$ cat src/rtl/addmul_issue_ctrl_if.sv
// Bundle of the issue, unit-side and result-side signals of addmul_issue_ctrl.
// Ports: in_* operand packet (valid/ready), fu_* operands to / result from the
//        FP unit, out_* result stream (valid/ready), busy status.
interface addmul_issue_ctrl_if #(
    parameter int TAG_W = 4
);
    // Upstream operand packet
    logic             in_valid;
    logic             in_ready;
    logic [1:0]       in_opcode;
    logic             in_fmt;
    logic [31:0]      in_x;
    logic [31:0]      in_y;
    logic [TAG_W-1:0] in_tag;

    // FP add/mul unit side
    logic [1:0]       fu_opcode;
    logic             fu_fmt;
    logic [31:0]      fu_x;
    logic [31:0]      fu_y;
    logic [31:0]      fu_r;

    // Downstream result stream
    logic             out_valid;
    logic             out_ready;
    logic [31:0]      out_r;
    logic [TAG_W-1:0] out_tag;

    // Status
    logic             busy;

    // Environment side: drives packets, the unit result and the consumer ready.
    modport master (
        output in_valid, in_opcode, in_fmt, in_x, in_y, in_tag,
        output fu_r, out_ready,
        input  in_ready, fu_opcode, fu_fmt, fu_x, fu_y,
        input  out_valid, out_r, out_tag, busy
    );

    // Controller side.
    modport slave (
        input  in_valid, in_opcode, in_fmt, in_x, in_y, in_tag,
        input  fu_r, out_ready,
        output in_ready, fu_opcode, fu_fmt, fu_x, fu_y,
        output out_valid, out_r, out_tag, busy
    );
endinterface

$ cat src/rtl/addmul_issue_ctrl.sv
// Purpose: issue/collect stage around a fixed-latency FP add/mul unit.
// Latency: accept edge E0 -> result visible on out_* after edge E0+LATENCY+1.
// Backpressure: credit-based; in_ready drops once every FIFO slot is reserved, in-flight results always land.
//
// Ports: clk, rst_n (async active-low); bus (slave modport) carries
//   in_*   operand packet in (valid/ready), fields registered onto fu_*
//   fu_*   registered operands to the unit, fu_r result back from it
//   out_*  head of the result FIFO (valid/ready), strictly in issue order
//   busy   any packet held in issue register, shadow pipe or FIFO
module addmul_issue_ctrl #(
    parameter int LATENCY    = 3,
    parameter int FIFO_DEPTH = 8,
    parameter int TAG_W      = 4
) (
    input  logic               clk,
    input  logic               rst_n,
    addmul_issue_ctrl_if.slave bus
);

    localparam int PTR_W = (FIFO_DEPTH > 1) ? $clog2(FIFO_DEPTH) : 1;
    localparam int CNT_W = $clog2(FIFO_DEPTH + 1);
    // Wide enough for the worst-case sum of all occupancy sources.
    localparam int OCC_W = $clog2(FIFO_DEPTH + LATENCY + 2);

    typedef struct packed {
        logic [31:0]      r;
        logic [TAG_W-1:0] tag;
    } entry_t;

    // ------------------------------------------------------------------
    // State
    // ------------------------------------------------------------------
    logic             issue_vld_q, issue_vld_d;
    logic [TAG_W-1:0] issue_tag_q, issue_tag_d;
    logic [1:0]       fu_opcode_q, fu_opcode_d;
    logic             fu_fmt_q, fu_fmt_d;
    logic [31:0]      fu_x_q, fu_x_d;
    logic [31:0]      fu_y_q, fu_y_d;

    logic [LATENCY-1:0] sh_vld_q, sh_vld_d;
    logic [TAG_W-1:0]   sh_tag_q [LATENCY];
    logic [TAG_W-1:0]   sh_tag_d [LATENCY];

    entry_t           mem_q [FIFO_DEPTH];
    entry_t           mem_d [FIFO_DEPTH];
    logic [PTR_W-1:0] wr_ptr_q, wr_ptr_d;
    logic [PTR_W-1:0] rd_ptr_q, rd_ptr_d;
    logic [CNT_W-1:0] cnt_q, cnt_d;

    // ------------------------------------------------------------------
    // Handshake and credit logic
    // ------------------------------------------------------------------
    logic [OCC_W-1:0] occ;
    logic             in_ready_w;
    logic             out_valid_w;
    logic             accept;
    logic             push;
    logic             pop;
    logic             fifo_empty;
    logic             fifo_full;

    // Occupancy counts every packet that owns a FIFO slot: the one in the
    // issue register, those travelling through the unit, and those queued.
    // Only registered state feeds it, so a pop frees its credit one cycle
    // later and there is no out_ready -> in_ready path.
    always_comb begin
        occ = OCC_W'(issue_vld_q) + OCC_W'(cnt_q);
        for (int i = 0; i < LATENCY; i++) begin
            occ = occ + OCC_W'(sh_vld_q[i]);
        end
    end

    assign fifo_empty  = (cnt_q == '0);
    assign fifo_full   = (cnt_q == CNT_W'(FIFO_DEPTH));
    assign in_ready_w  = rst_n && (occ < OCC_W'(FIFO_DEPTH));
    assign out_valid_w = !fifo_empty;
    assign accept      = bus.in_valid && in_ready_w;
    assign push        = sh_vld_q[LATENCY-1];
    assign pop         = out_valid_w && bus.out_ready;

    // Modulo increment so FIFO_DEPTH need not be a power of two.
    function automatic logic [PTR_W-1:0] ptr_inc(input logic [PTR_W-1:0] p);
        if (p == PTR_W'(FIFO_DEPTH - 1)) begin
            return '0;
        end
        return p + 1'b1;
    endfunction

    // ------------------------------------------------------------------
    // Issue register: operands are held when nothing is accepted; the unit
    // keeps computing on them but the cleared valid bit discards that slot.
    // ------------------------------------------------------------------
    always_comb begin
        issue_vld_d = accept;
        issue_tag_d = issue_tag_q;
        fu_opcode_d = fu_opcode_q;
        fu_fmt_d    = fu_fmt_q;
        fu_x_d      = fu_x_q;
        fu_y_d      = fu_y_q;
        if (accept) begin
            issue_tag_d = bus.in_tag;
            fu_opcode_d = bus.in_opcode;
            fu_fmt_d    = bus.in_fmt;
            fu_x_d      = bus.in_x;
            fu_y_d      = bus.in_y;
        end
    end

    // ------------------------------------------------------------------
    // Shadow pipe: free-running, one stage per unit stage, so the last
    // stage is valid exactly when fu_r holds a result worth keeping.
    // ------------------------------------------------------------------
    always_comb begin
        sh_vld_d    = sh_vld_q;
        sh_tag_d    = sh_tag_q;
        sh_vld_d[0] = issue_vld_q;
        sh_tag_d[0] = issue_tag_q;
        for (int i = 1; i < LATENCY; i++) begin
            sh_vld_d[i] = sh_vld_q[i-1];
            sh_tag_d[i] = sh_tag_q[i-1];
        end
    end

    // ------------------------------------------------------------------
    // Result FIFO. Credits guarantee a free slot whenever push is set.
    // ------------------------------------------------------------------
    always_comb begin
        mem_d    = mem_q;
        wr_ptr_d = wr_ptr_q;
        rd_ptr_d = rd_ptr_q;
        cnt_d    = cnt_q;
        if (push) begin
            mem_d[wr_ptr_q].r   = bus.fu_r;
            mem_d[wr_ptr_q].tag = sh_tag_q[LATENCY-1];
            wr_ptr_d            = ptr_inc(wr_ptr_q);
        end
        if (pop) begin
            rd_ptr_d = ptr_inc(rd_ptr_q);
        end
        case ({push, pop})
            2'b10:   cnt_d = cnt_q + 1'b1;
            2'b01:   cnt_d = cnt_q - 1'b1;
            default: cnt_d = cnt_q;
        endcase
    end

    // ------------------------------------------------------------------
    // Registers. Storage is cleared too so out_r/out_tag read 0 after reset.
    // ------------------------------------------------------------------
    always_ff @(posedge clk or negedge rst_n) begin
        if (!rst_n) begin
            issue_vld_q <= 1'b0;
            issue_tag_q <= '0;
            fu_opcode_q <= '0;
            fu_fmt_q    <= 1'b0;
            fu_x_q      <= '0;
            fu_y_q      <= '0;
            sh_vld_q    <= '0;
            for (int i = 0; i < LATENCY; i++) begin
                sh_tag_q[i] <= '0;
            end
            for (int i = 0; i < FIFO_DEPTH; i++) begin
                mem_q[i] <= '0;
            end
            wr_ptr_q    <= '0;
            rd_ptr_q    <= '0;
            cnt_q       <= '0;
        end else begin
            issue_vld_q <= issue_vld_d;
            issue_tag_q <= issue_tag_d;
            fu_opcode_q <= fu_opcode_d;
            fu_fmt_q    <= fu_fmt_d;
            fu_x_q      <= fu_x_d;
            fu_y_q      <= fu_y_d;
            sh_vld_q    <= sh_vld_d;
            sh_tag_q    <= sh_tag_d;
            mem_q       <= mem_d;
            wr_ptr_q    <= wr_ptr_d;
            rd_ptr_q    <= rd_ptr_d;
            cnt_q       <= cnt_d;
        end
    end

    // ------------------------------------------------------------------
    // Outputs
    // ------------------------------------------------------------------
    assign bus.in_ready  = in_ready_w;
    assign bus.fu_opcode = fu_opcode_q;
    assign bus.fu_fmt    = fu_fmt_q;
    assign bus.fu_x      = fu_x_q;
    assign bus.fu_y      = fu_y_q;
    assign bus.out_valid = out_valid_w;
    assign bus.out_r     = mem_q[rd_ptr_q].r;
    assign bus.out_tag   = mem_q[rd_ptr_q].tag;
    assign bus.busy      = (occ != '0);

    // ------------------------------------------------------------------
    // Invariants
    // ------------------------------------------------------------------
    a_no_push_full: assert property (@(posedge clk) disable iff (!rst_n)
        !(push && fifo_full));
    a_no_pop_empty: assert property (@(posedge clk) disable iff (!rst_n)
        !(pop && fifo_empty));
    a_occ_bound: assert property (@(posedge clk) disable iff (!rst_n)
        occ <= OCC_W'(FIFO_DEPTH));

endmodule

$ cat src/flat_wrapper.sv
// flat-port wrapper written by rule: the top's interface ports become plain ports
module addmul_issue_ctrl_flat 
#(
    parameter int LATENCY    = 3,
    parameter int FIFO_DEPTH = 8,
    parameter int TAG_W      = 4
)
  (clk, rst_n, bus_in_valid, bus_in_opcode, bus_in_fmt, bus_in_x, bus_in_y, bus_in_tag, bus_fu_r, bus_out_ready, bus_in_ready, bus_fu_opcode, bus_fu_fmt, bus_fu_x, bus_fu_y, bus_out_valid, bus_out_r, bus_out_tag, bus_busy);
  addmul_issue_ctrl_if #(.TAG_W(TAG_W)) bus_i ();
  input  logic clk;
  input  logic rst_n;
  input wire logic [$bits(bus_i.in_valid)-1:0] bus_in_valid;
  input wire logic [$bits(bus_i.in_opcode)-1:0] bus_in_opcode;
  input wire logic [$bits(bus_i.in_fmt)-1:0] bus_in_fmt;
  input wire logic [$bits(bus_i.in_x)-1:0] bus_in_x;
  input wire logic [$bits(bus_i.in_y)-1:0] bus_in_y;
  input wire logic [$bits(bus_i.in_tag)-1:0] bus_in_tag;
  input wire logic [$bits(bus_i.fu_r)-1:0] bus_fu_r;
  input wire logic [$bits(bus_i.out_ready)-1:0] bus_out_ready;
  output wire logic [$bits(bus_i.in_ready)-1:0] bus_in_ready;
  output wire logic [$bits(bus_i.fu_opcode)-1:0] bus_fu_opcode;
  output wire logic [$bits(bus_i.fu_fmt)-1:0] bus_fu_fmt;
  output wire logic [$bits(bus_i.fu_x)-1:0] bus_fu_x;
  output wire logic [$bits(bus_i.fu_y)-1:0] bus_fu_y;
  output wire logic [$bits(bus_i.out_valid)-1:0] bus_out_valid;
  output wire logic [$bits(bus_i.out_r)-1:0] bus_out_r;
  output wire logic [$bits(bus_i.out_tag)-1:0] bus_out_tag;
  output wire logic [$bits(bus_i.busy)-1:0] bus_busy;
  assign bus_i.in_valid = bus_in_valid;
  assign bus_i.in_opcode = bus_in_opcode;
  assign bus_i.in_fmt = bus_in_fmt;
  assign bus_i.in_x = bus_in_x;
  assign bus_i.in_y = bus_in_y;
  assign bus_i.in_tag = bus_in_tag;
  assign bus_i.fu_r = bus_fu_r;
  assign bus_i.out_ready = bus_out_ready;
  assign bus_in_ready = bus_i.in_ready;
  assign bus_fu_opcode = bus_i.fu_opcode;
  assign bus_fu_fmt = bus_i.fu_fmt;
  assign bus_fu_x = bus_i.fu_x;
  assign bus_fu_y = bus_i.fu_y;
  assign bus_out_valid = bus_i.out_valid;
  assign bus_out_r = bus_i.out_r;
  assign bus_out_tag = bus_i.out_tag;
  assign bus_busy = bus_i.busy;
  addmul_issue_ctrl #(.LATENCY(LATENCY), .FIFO_DEPTH(FIFO_DEPTH), .TAG_W(TAG_W)) u_core (.clk(clk), .rst_n(rst_n), .bus(bus_i));
endmodule
$ cat config.mk
export PLATFORM = sky130hd
export DESIGN_NAME = addmul_issue_ctrl_flat
export DESIGN_NICKNAME = d
export VERILOG_FILES = /design/src/rtl/addmul_issue_ctrl_if.sv /design/src/rtl/addmul_issue_ctrl.sv /design/src/flat_wrapper.sv
export SDC_FILE = /design/constraint.sdc
export NUM_CORES = 1
export LEC_CHECK = 0
export CORE_MARGIN = 10
export CORE_UTILIZATION = 56
export DETAILED_ROUTE_END_ITERATION = 8
export PLACE_DENSITY = 0.88
export SLEW_MARGIN = 20
export SYNTH_ARGS = -nofsm -noshare
export SYNTH_HDL_FRONTEND = slang
export SYNTH_SLANG_ARGS = --single-unit
$ cat constraint.sdc
create_clock -name clk -period 3.4 [get_ports clk]
set_input_delay 0.68 -clock clk [delete_from_list [all_inputs] [get_ports clk]]
set_output_delay 0.68 -clock clk [all_outputs]
set_load 0.01 [all_outputs]
==> run_results.csv <==
group,metric,value,unit
synthesis,syn_nets,1093,
timing,holdWs,0.349,ns
detailed_routing,drc,0,
flow_run,cap_violations,0,
power_and_ir_drop,clkPwrFrac,0.214,
final_layout,finalNetCount,1325,
power_and_ir_drop,vdd_drop_max,0.000588,V
timing,finalHoldViolations,0,
clocking,clockBufferDepth,3,
floorplanning,fp.dieH,192,microns
timing,clock_skew,0.0116,ns
detailed_routing,finalWirelength,37.9,mm
final_layout,final_common_cell,"mux2_2",
timing,setup_violations,0,
clocking,clkTransAtPathRegs,0.06,ns
synthesis,yosysSeqAreaShare,0.580,
timing,finalCritPeriodShare,0.979,
grt,grt_usage,0.209,
detailed_routing,top_layer_used,"met4",
clocking,clock_latency,0.52,ns
worst_setup_path,cpMostUsedCell,"fa_1",
floorplanning,rows,62,
worst_setup_path,r2r_cells,7,
synthesis,ys_warn_count,0,
floorplanning,die-area,36900,sq um
clocking,cts_tree,"built",
synthesis,yosys-top-cells-area,"dfrtp_1, mux2_2, mux4_2",
floorplanning,core,29000,sq um
final_layout,final_cell_mix,"mux2_2, dfrtp_1, clkdlybuf4s50_1",
detailed_routing,met2_length,18.0,mm
detailed_routing,via_per_inst,5.78,
run_status,status,"complete, no violations",
grt,grt_first_pass_wirelength,60.7,mm
worst_setup_path,slowest_stage,"fa_1",
worst_setup_path,critPathLaunchType,"register",
clocking,cts_htree_levels,2,
synthesis,synth.avg_cell_area,17.0,sq um
detailed_routing,route.layer.met1.wl,15.8,mm
detailed_routing,first_pass_iters,4,
timing,rsz0062_at_grt,"yes",
floorplanning,initial_core_util,0.572,
power_and_ir_drop,p_switching,6.13,mW
grt,grt_max_degree,189,
clocking,clockRootBuffer,"clkbuf_16",
placement,dpl.hpwl,24.2,mm
timing,worst_slew_pin_slew,1.01,ns
placement,gp_congestion,0.746,
synthesis,synth.distinct_cells,33,
worst_setup_path,path_class,"reg -> out",
timing,totalNegativeSetupSlack,0,ns
power_and_ir_drop,power.leakage,8.81,nW
worst_setup_path,critPathMaxFanout,2,
power_and_ir_drop,p_comb_frac,0.398,
timing,relSlewSlack,0.328,
synthesis,synth_top_area_share,0.580,
power_and_ir_drop,p_total,21.1,mW
power_and_ir_drop,p_int,14.9,mW
hold_path,holdPathStages,0,
worst_setup_path,required,2.72,ns
grt,grt_pass1_vias,10800,
synthesis,yosys.area.top_type,"dfrtp_1",
worst_setup_path,endpoint_kind,"output port",
power_and_ir_drop,pwr_density_cell,1020,nW/um^2
hold_path,holdCritPathClass,"reg -> reg",
detailed_routing,vias,9359,
synthesis,syn_area,16600,sq um
worst_setup_path,r2r_start,"u_core.sh_vld_q[2]$_DFF_PN0_",
placement,dp_worst_setup_slack,0.0754,ns
hold_path,holdPathEnd,"u_core.sh_tag_d[3]$_DFF_PN0_",
timing,setup_slack,0.0719,ns
final_layout,syn2layout_area_growth,24.3,%
worst_setup_path,crit_path_max_incr_delay,0.50,ns
clocking,cts_made_buffers,41,
timing,layout_min_cycle_time,3.33,ns
grt,grt-ovfl-total,0,
detailed_routing,wl_met3,3.16,mm
worst_setup_path,r2r_end,"u_core.bus.fu_y[6]$_DFFE_PN0P_",
grt,antenna_found_initial,1,
synthesis,ys_ff_latch,385,
power_and_ir_drop,p_sw_frac,0.291,
clocking,clock-sinks,385,
synthesis,syn_inst,975,
timing,slew_violations,0,
floorplanning,pin_count,213,
timing,fmax,300,MHz
detailed_routing,drt_iter0_drc,492,
floorplanning,die_x,192,microns
worst_setup_path,worst_ep_arrival_time,2.65,ns
hold_path,hp-start,"u_core.sh_tag_d[7]$_DFF_PN0_",
placement,io_buffers,212,
power_and_ir_drop,p_seq_frac,0.388,
detailed_routing,wl_per_cell,23.4,microns
final_layout,drive_above_1_share,0.467,
worst_setup_path,rrSetupSlack,0.46,ns
detailed_routing,postRouteAntennaNets,0,
worst_setup_path,cp_cell_sequence,"fa_1, fa_2, inv_2, fa_1, nor2b_1, o21ai_0, buf_2",
-- critical path, delay by kind of cell, from the launching register on --
family	cells	cell delay [ns]
adder cells (fa/ha/maj)	3	1.28
flip-flops	1	0.40
buffers and inverters	2	0.24
AND/OR/NAND/NOR	1	0.14
AO/OA/AOI/OAI	1	0.07
-- final cells by class --
type	instances	area, sq um
multi-input cells	526	6620
clock buffers	60	1210
well taps	384	480
diodes	1	2.50
inverters	5	18.8
fillers	1838	8370
flip-flops and latches	385	9640
repair buffers	248	2510
clock inverters	10	156
-- stage by stage --
step,util,instance area [sq um],instances
after floorplan,-,16600,975
final,0.711,20600,1619
after detailed placement,0.662,19200,1543
after global routing,0.711,20600,1619
after global placement,0.662,19200,1543
after CTS,0.710,20600,1616
-- cell families after synthesis --
| family | count (synthesis) | synth area share |
|---|---|---|
| XOR/XNOR | 6 | 0.00316 |
| adder cells (fa/ha/maj) | 11 | 0.00964 |
| AND/OR/NAND/NOR | 26 | 0.0112 |
| flip-flops | 385 | 0.580 |
| multiplexers | 471 | 0.368 |
| buffers and inverters | 64 | 0.0226 |
| AO/OA/AOI/OAI | 12 | 0.00512 |
-- state kept, by name, summed over array words and instances (netlist names), 2 cells and up --
| name | flops |
|---|---|
| u_core.sh_tag_d | 8 |
| u_core.wr_ptr_q | 3 |
| u_core.sh_vld_q | 3 |
| u_core.bus.fu_opcode | 2 |
| u_core.cnt_q | 4 |
| u_core.rd_ptr_q | 3 |
| u_core.bus.fu_y | 32 |
| u_core.bus.fu_x | 32 |
| u_core.mem_q | 288 |
| u_core.sh_tag_q | 4 |
| u_core.issue_tag_q | 4 |
-- how the worst max path moves through the flow --
stage / startpoint / end / slack (ns) / depth (start not counted)
2_1_floorplan: u_core.cnt_q[0]$_DFFE_PN0P_ / bus_busy / 0.70 / 6
3_3_place_gp: u_core.cnt_q[0]$_DFFE_PN0P_ / bus_busy / 0.14 / 7
3_5_place_dp: u_core.cnt_q[0]$_DFFE_PN0P_ / bus_busy / 0.08 / 7
4_1_cts: u_core.sh_vld_q[2]$_DFF_PN0_ / bus_busy / -0.003 / 7
5_1_grt: u_core.sh_vld_q[2]$_DFF_PN0_ / bus_busy / -0.05 / 7
6_report: u_core.sh_vld_q[2]$_DFF_PN0_ / bus_busy / 0.07 / 7
-- power by group through the flow --
stage | logic [mW] | clock network [mW] | registers, mW
floorplan | 5.17 | 0 | 7.85
detailed placement | 8.38 | 0 | 8.23
finish | 8.37 | 4.51 | 8.17
global route | 9.05 | 4.81 | 8.45
CTS | 8.50 | 4.61 | 8.17
global placement | 8.18 | 0 | 8.05
-- cells in the mapped netlist --
master,count
a211o_1,1
a21boi_0,1
a21o_1,3
a21oi_1,2
a21oi_4,1
buf_1,1
buf_2,26
buf_4,13
buf_6,7
clkbuf_1,11
clkbuf_2,1
dfrtp_1,385
fa_1,3
ha_1,8
inv_1,5
mux2_1,6
mux2_2,393
mux4_2,72
nand2_1,6
nand2b_1,2
nand3_1,2
nand4_1,1
nand4b_2,3
nor2_1,1
nor2b_1,2
nor3_1,2
nor3_2,1
nor3_4,1
nor3b_1,4
o21ai_0,4
or4_1,1
xnor2_1,1
xor2_1,5
-- per-layer routing --
layer,GRT usage,up-vias
met5,0,-
met4,0.0608,0
met3,0.0725,61
met2,0.337,262
met1,0.262,4964
li1,-,4072
-- what timing repair did --
action,CTS,global route
hold buffers,1,0
setup buffers,2,1
setup endpoints to repair,31,7
hold endpoints to repair,7,0
pin swaps,1,0
cloned,0,1
gates resized for setup,11,6
No activity file was read; power rests on OpenSTA's default activity.
